===== src/rtl/cbs_result_writer.sv =====
`timescale 1ns/1ps
// cbs_result_writer: requantizes 8 lane sums to bytes, packs them into a
// 64-bit word and writes the words to the feature-map RAM in raster order.
//
// state  | meaning
// -------+--------------------------------------------------------------
// IDLE   | waiting for start; no input accepted
// RUN    | accepting lane groups until the whole map has been taken in
// FLUSH  | all groups taken in; draining the FIFO to the RAM
// DONE   | last word written; done pulses for this one cycle
module cbs_result_writer #(
  parameter int                COLS   = 80,
  parameter int                ROWS   = 640,
  parameter int                ADDR_W = 20,
  parameter int                SHIFT  = 4,
  parameter logic [ADDR_W-1:0] BASE   = '0
) (
  input  logic              clk,
  input  logic              rst_n,
  input  logic              start,
  input  logic              in_valid,
  output logic              in_ready,
  input  logic [127:0]      in_res,
  input  logic [7:0]        in_carry,
  output logic              mem_we,
  input  logic              mem_ready,
  output logic [ADDR_W-1:0] mem_addr,
  output logic [63:0]       mem_data,
  output logic              busy,
  output logic              done,
  output logic              sat_flag
);

  localparam int TOTAL = COLS * ROWS;
  localparam int CNT_W = $clog2(TOTAL + 1);
  localparam int COL_W = (COLS > 1) ? $clog2(COLS) : 1;
  localparam int ROW_W = (ROWS > 1) ? $clog2(ROWS) : 1;

  typedef enum logic [1:0] {S_IDLE, S_RUN, S_FLUSH, S_DONE} state_t;

  state_t            state_q, state_d;
  logic [CNT_W-1:0]  rem_q, rem_d;
  logic [COL_W-1:0]  col_q, col_d;
  logic [ROW_W-1:0]  row_q, row_d;
  logic [ADDR_W-1:0] addr_q, addr_d;
  logic              sat_q, sat_d;
  logic [63:0]       fifo_q [2];
  logic              rd_ptr_q, wr_ptr_q;
  logic [1:0]        cnt_q;

  logic        start_ok, push, pop, last_word, clip_any;
  logic [63:0] pack;
  logic [16:0] lane_v, lane_q;

  assign start_ok  = (state_q == S_IDLE) && start;
  assign mem_we    = (cnt_q != 2'd0);
  assign pop       = mem_we && mem_ready;
  // The remaining-groups down-counter reaching zero closes the input side.
  assign in_ready  = (state_q == S_RUN) && (cnt_q < 2'd2) && (rem_q != '0);
  assign push      = in_valid && in_ready;
  assign last_word = (row_q == ROW_W'(ROWS - 1)) && (col_q == COL_W'(COLS - 1));
  assign mem_addr  = addr_q;
  assign mem_data  = fifo_q[rd_ptr_q];
  assign busy      = (state_q == S_RUN) || (state_q == S_FLUSH);
  assign done      = (state_q == S_DONE);
  assign sat_flag  = sat_q;

  // Requantize each 17-bit lane (carry:res) to an unsigned byte, clipping at 255.
  always_comb begin
    pack     = '0;
    clip_any = 1'b0;
    lane_v   = '0;
    lane_q   = '0;
    for (int k = 0; k < 8; k++) begin
      lane_v = {in_carry[7-k], in_res[127-16*k -: 16]};
      lane_q = lane_v >> SHIFT;
      if (lane_q > 17'd255) begin
        pack[63-8*k -: 8] = 8'hFF;
        clip_any          = 1'b1;
      end else begin
        pack[63-8*k -: 8] = lane_q[7:0];
      end
    end
  end

  // Next-state and counter updates for the sequencer, write address and sat flag.
  always_comb begin
    state_d = state_q;
    rem_d   = rem_q;
    col_d   = col_q;
    row_d   = row_q;
    addr_d  = addr_q;
    sat_d   = sat_q;

    if (start_ok) begin
      rem_d  = CNT_W'(TOTAL);
      col_d  = '0;
      row_d  = '0;
      addr_d = BASE;
      sat_d  = 1'b0;
    end

    if (push) begin
      rem_d = rem_q - CNT_W'(1);
      if (clip_any) sat_d = 1'b1;
    end

    if (pop) begin
      if (last_word) begin
        col_d  = '0;
        row_d  = '0;
        addr_d = BASE;
      end else if (col_q == COL_W'(COLS - 1)) begin
        col_d  = '0;
        row_d  = row_q + ROW_W'(1);
        addr_d = addr_q + ADDR_W'(1);
      end else begin
        col_d  = col_q + COL_W'(1);
        addr_d = addr_q + ADDR_W'(1);
      end
    end

    case (state_q)
      S_IDLE:  if (start) state_d = S_RUN;
      S_RUN:   if (push && (rem_q == CNT_W'(1))) state_d = S_FLUSH;
      S_FLUSH: if (pop && last_word) state_d = S_DONE;
      S_DONE:  state_d = S_IDLE;
      default: state_d = S_IDLE;
    endcase
  end

  // Sequencer state, counters and sticky saturation flag.
  always_ff @(posedge clk or negedge rst_n) begin
    if (!rst_n) begin
      state_q <= S_IDLE;
      rem_q   <= '0;
      col_q   <= '0;
      row_q   <= '0;
      addr_q  <= BASE;
      sat_q   <= 1'b0;
    end else begin
      state_q <= state_d;
      rem_q   <= rem_d;
      col_q   <= col_d;
      row_q   <= row_d;
      addr_q  <= addr_d;
      sat_q   <= sat_d;
    end
  end

  // Two-entry write FIFO; the packed word is registered straight into it.
  always_ff @(posedge clk or negedge rst_n) begin
    if (!rst_n) begin
      fifo_q[0] <= '0;
      fifo_q[1] <= '0;
      rd_ptr_q  <= 1'b0;
      wr_ptr_q  <= 1'b0;
      cnt_q     <= 2'd0;
    end else begin
      if (push) begin
        fifo_q[wr_ptr_q] <= pack;
        wr_ptr_q         <= ~wr_ptr_q;
      end
      if (pop) rd_ptr_q <= ~rd_ptr_q;
      cnt_q <= cnt_q + {1'b0, push} - {1'b0, pop};
    end
  end

endmodule


===== config.mk =====
export PLATFORM = sky130hd
export DESIGN_NAME = cbs_result_writer
export DESIGN_NICKNAME = d
export VERILOG_FILES = /design/src/rtl/cbs_result_writer.sv
export SDC_FILE = /design/constraint.sdc
export NUM_CORES = 1
export LEC_CHECK = 0
export CAP_MARGIN = 40
export CORE_MARGIN = 8
export CORE_UTILIZATION = 34
export CTS_CLUSTER_SIZE = 12
export DETAILED_ROUTE_END_ITERATION = 16
export SLEW_MARGIN = 20
export SYNTH_ARGS = -nofsm -noshare
export SYNTH_HDL_FRONTEND = slang
export SYNTH_SLANG_ARGS = --single-unit

===== constraint.sdc =====
create_clock -name clk -period 8.7 [get_ports clk]
set_input_delay 1.74 -clock clk [delete_from_list [all_inputs] [get_ports clk]]
set_output_delay 1.74 -clock clk [all_outputs]
set_load 0.01 [all_outputs]

==> results.yml <==
clocking:
  clockRootBuffer: "clkbuf_16"
  cts_tree: "built"
  postCtsHoldBufs: 0
  post_cts_buffers: 0
  insertion_delay_ns: 0.43
  clk_transition_reported_paths_ns: 0.08
  clockBufferDepth: 2
  cts_htree_levels: 4
  clkSinkCount: 188
  postCtsResizedCells: 0
  cts_buffers: 17
synth:
  netlist.area_leader.share_pct: 52.5
  ys_warn_count: 0
  synth_cell_type_count: 53
  synth-edff-count: 0
  synth_area_um2: 8960
  syn_inst: 945
  ys_top_cells_by_area: "dfrtp_1 (53%), mux2_2 (8.8%), nor2_1 (6.7%), o21ai_0 (6.4%), nand2_1 (4.4%)"
  synth.most_common_cell: "dfrtp_1"
  synth_nets: 1098
  yosys.area.top_type: "dfrtp_1"
  synthArstFlopShare_pct: 100
  avgSynthCellArea_um2: 9.48
  synthTopCellsByCount: "dfrtp_1 (188), nor2_1 (159), o21ai_0 (114)"
  yosysSeqAreaShare_pct: 52.5
  ys_seq_elements: 188
  synthFlopType: "dfrtp_1"
placement:
  placed_cells: 1445
  place_congestion: 0.768
  portBuffers: 197
  post-place-ws_ns: 4.30
  dp_hpwl_mm: 16.4
timing:
  fmax_ghz: 0.220
  clock_skew_ns: 0.0139
  fin_ws_ns: 4.15
  tns_ns: 0
  fin_crit_sh_pct: 52.3
  final-hold-violation-count: 0
  worstMarginPinSlew_ns: 0.745
  maxSlewViolCount: 0
  rsz0062_at_grt: "false"
  slew-limit-headroom_pct: 50.3
  layout_min_cycle_time_ns: 4.55
  setup_viol: 0
worst_setup_path:
  cp_slowest_cell: "or4b_4"
  worstPathMaxFanout: 6
  max_stage_delay_ns: 0.54
  crit_path_end_kind: "output pin"
  worstSetupPathType: "reg -> out"
  required_ns: 6.96
  arrival_ns: 2.81
  cp_cell_sequence: "inv_1 > ha_1 > or4b_4 > o41ai_4 > nor2_1 > clkdlybuf4s50_1"
  cp-start-kind: "flop"
  regToRegSetupSlack_ns: 5.24
pwr:
  ir_worst_vdd_mv: 0.177
  p_leak_nw: 4.92
  p_per_area_nw_per_um2: 329
  power_mw: 3.93
floorplan:
  dieArea_um2: 31800
  io_pins: 230
  die_x_um: 178
  coreArea_um2: 26000
  num_rows: 59
  initial_core_util_pct: 34.5
  dieHeight_um: 178
detailed_routing:
  drtIter0Drc: 431
  ant_nets: 0
  routed_wirelength_mm: 23.8
  vias: 7348
  wl_per_cell_um: 16.1
  drc: 0
  via_per_inst: 4.96
  dr.pass1.iters: 5
outcome:
  status: "completed"
global_route:
  grt_max_degree: 87
  grt_pass1_wl_mm: 38.5
  grt_pass1_vias: 7449
  grt_overflow: 0
  grt_util_all_layers_pct: 15.0
  antenna_found_initial: 0
layout:
  nets: 1285
  n_antenna_cell: 0
  stdcell_count: 1480
  n_fill_cell: 2525
  seqCellArea_um2: 4710
  layout-drive-gt1-share_pct: 11.5
  multiInputGateArea_um2: 3990
  syn_to_final_growth_pct: 33.2
flow_run:
  drv_cap: 0
hold_path:
  holdCritPathClass: "reg -> reg"
[layout by cell type, fill, tap and decap left out, types with 12 or more instances in the layout]
| cell type | instances |
|---|---|
| a21o_1 | 13 |
| a21oi_1 | 75 |
| buf_4 | 12 |
| clkbuf_16 | 17 |
| clkdlybuf4s50_1 | 196 |
| dfrtp_1 | 187 |
| ha_1 | 12 |
| inv_1 | 13 |
| mux2_2 | 70 |
| nand2_1 | 104 |
| nand3_1 | 19 |
| nor2_1 | 159 |
| nor3_1 | 29 |
| o21ai_0 | 113 |
[metal layers]
| metal | wire, um | part of all wire [%] | track usage, % | vias up |
|---|---|---|---|---|
| li1 | - | - | - | 3682 |
| met1 | 11300 | 47 | 20.2 | 3484 |
| met2 | 10900 | 46 | 23.7 | 168 |
| met3 | 1420 | 5.9 | 3.64 | 14 |
| met4 | 245 | 1.0 | 3.79 | 0 |
| met5 | 0 | 0 | 0 | - |
[final cells by class]
cell class              instances  share of cell area (%)
clock inverters                14                    1.26
flip-flops and latches        188                    39.4
clock buffers                  18                    3.60
well taps                     335                    3.51
inverters                      15                   0.472
repair buffers                215                    18.3
multi-input cells             695                    33.4
[final timing paths]
| kind | from | end | cells past startpoint |
|---|---|---|---|
| max reg2reg | rem_q[0] | fifo_q[71] | 7 |
| min | fifo_q[98] | fifo_q[98] | 2 |
| min reg2reg | fifo_q[98] | fifo_q[98] | 2 |
| max | rem_q[0] | in_ready | 6 |
| max in group asynchronous | rst_n | fifo_q[127] | 3 |
| min in group asynchronous | rst_n | mem_addr[6] | 1 |
[cell families after synthesis]
kind of cell    count (synthesis)  synth area share [%]
simple gates                  366                  18.0
mux                            70                  8.80
compound gates                242                  15.5
flops                         188                  52.5
fa+ha+maj                      12                  1.68
buf+inv                        62                  3.07
xor+xnor                        5                 0.489
[metrics by stage]
stage / cell area (um^2) / hold slack [ns] / utilization, %
2_1_floorplan: 8960 / 0.443 / -
3_3_place_gp: 11200 / 0.456 / 43.2
3_5_place_dp: 11300 / 0.467 / 43.4
4_1_cts: 11900 / 0.484 / 45.7
5_1_grt: 11900 / 0.503 / 45.9
6_report: 11900 / 0.475 / 45.9
[critical path, delay by kind of cell, from the launching register on]
kind	cells	cell delay (ns)
AND/OR/NAND/NOR	2	0.63
buffers and inverters	2	0.60
AO/OA/AOI/OAI	1	0.50
flip-flops	1	0.41
adder cells (fa/ha/maj)	1	0.25
[registers in the layout (all words and copies together) (netlist names), 2 cells and up]
name,count
col_q,7
state_q,2
mem_addr,20
cnt_q,2
row_q,10
rem_q,16
fifo_q,128
[power by group]
group	leakage [nW]	internal, mW	total, mW	switching [mW]
Clock	0.285	0.386	0.768	0.382
Sequential	2.15	1.23	1.43	0.196
Combinational	2.48	0.932	1.73	0.801
Note: power is estimated with default switching activity, not from simulation.
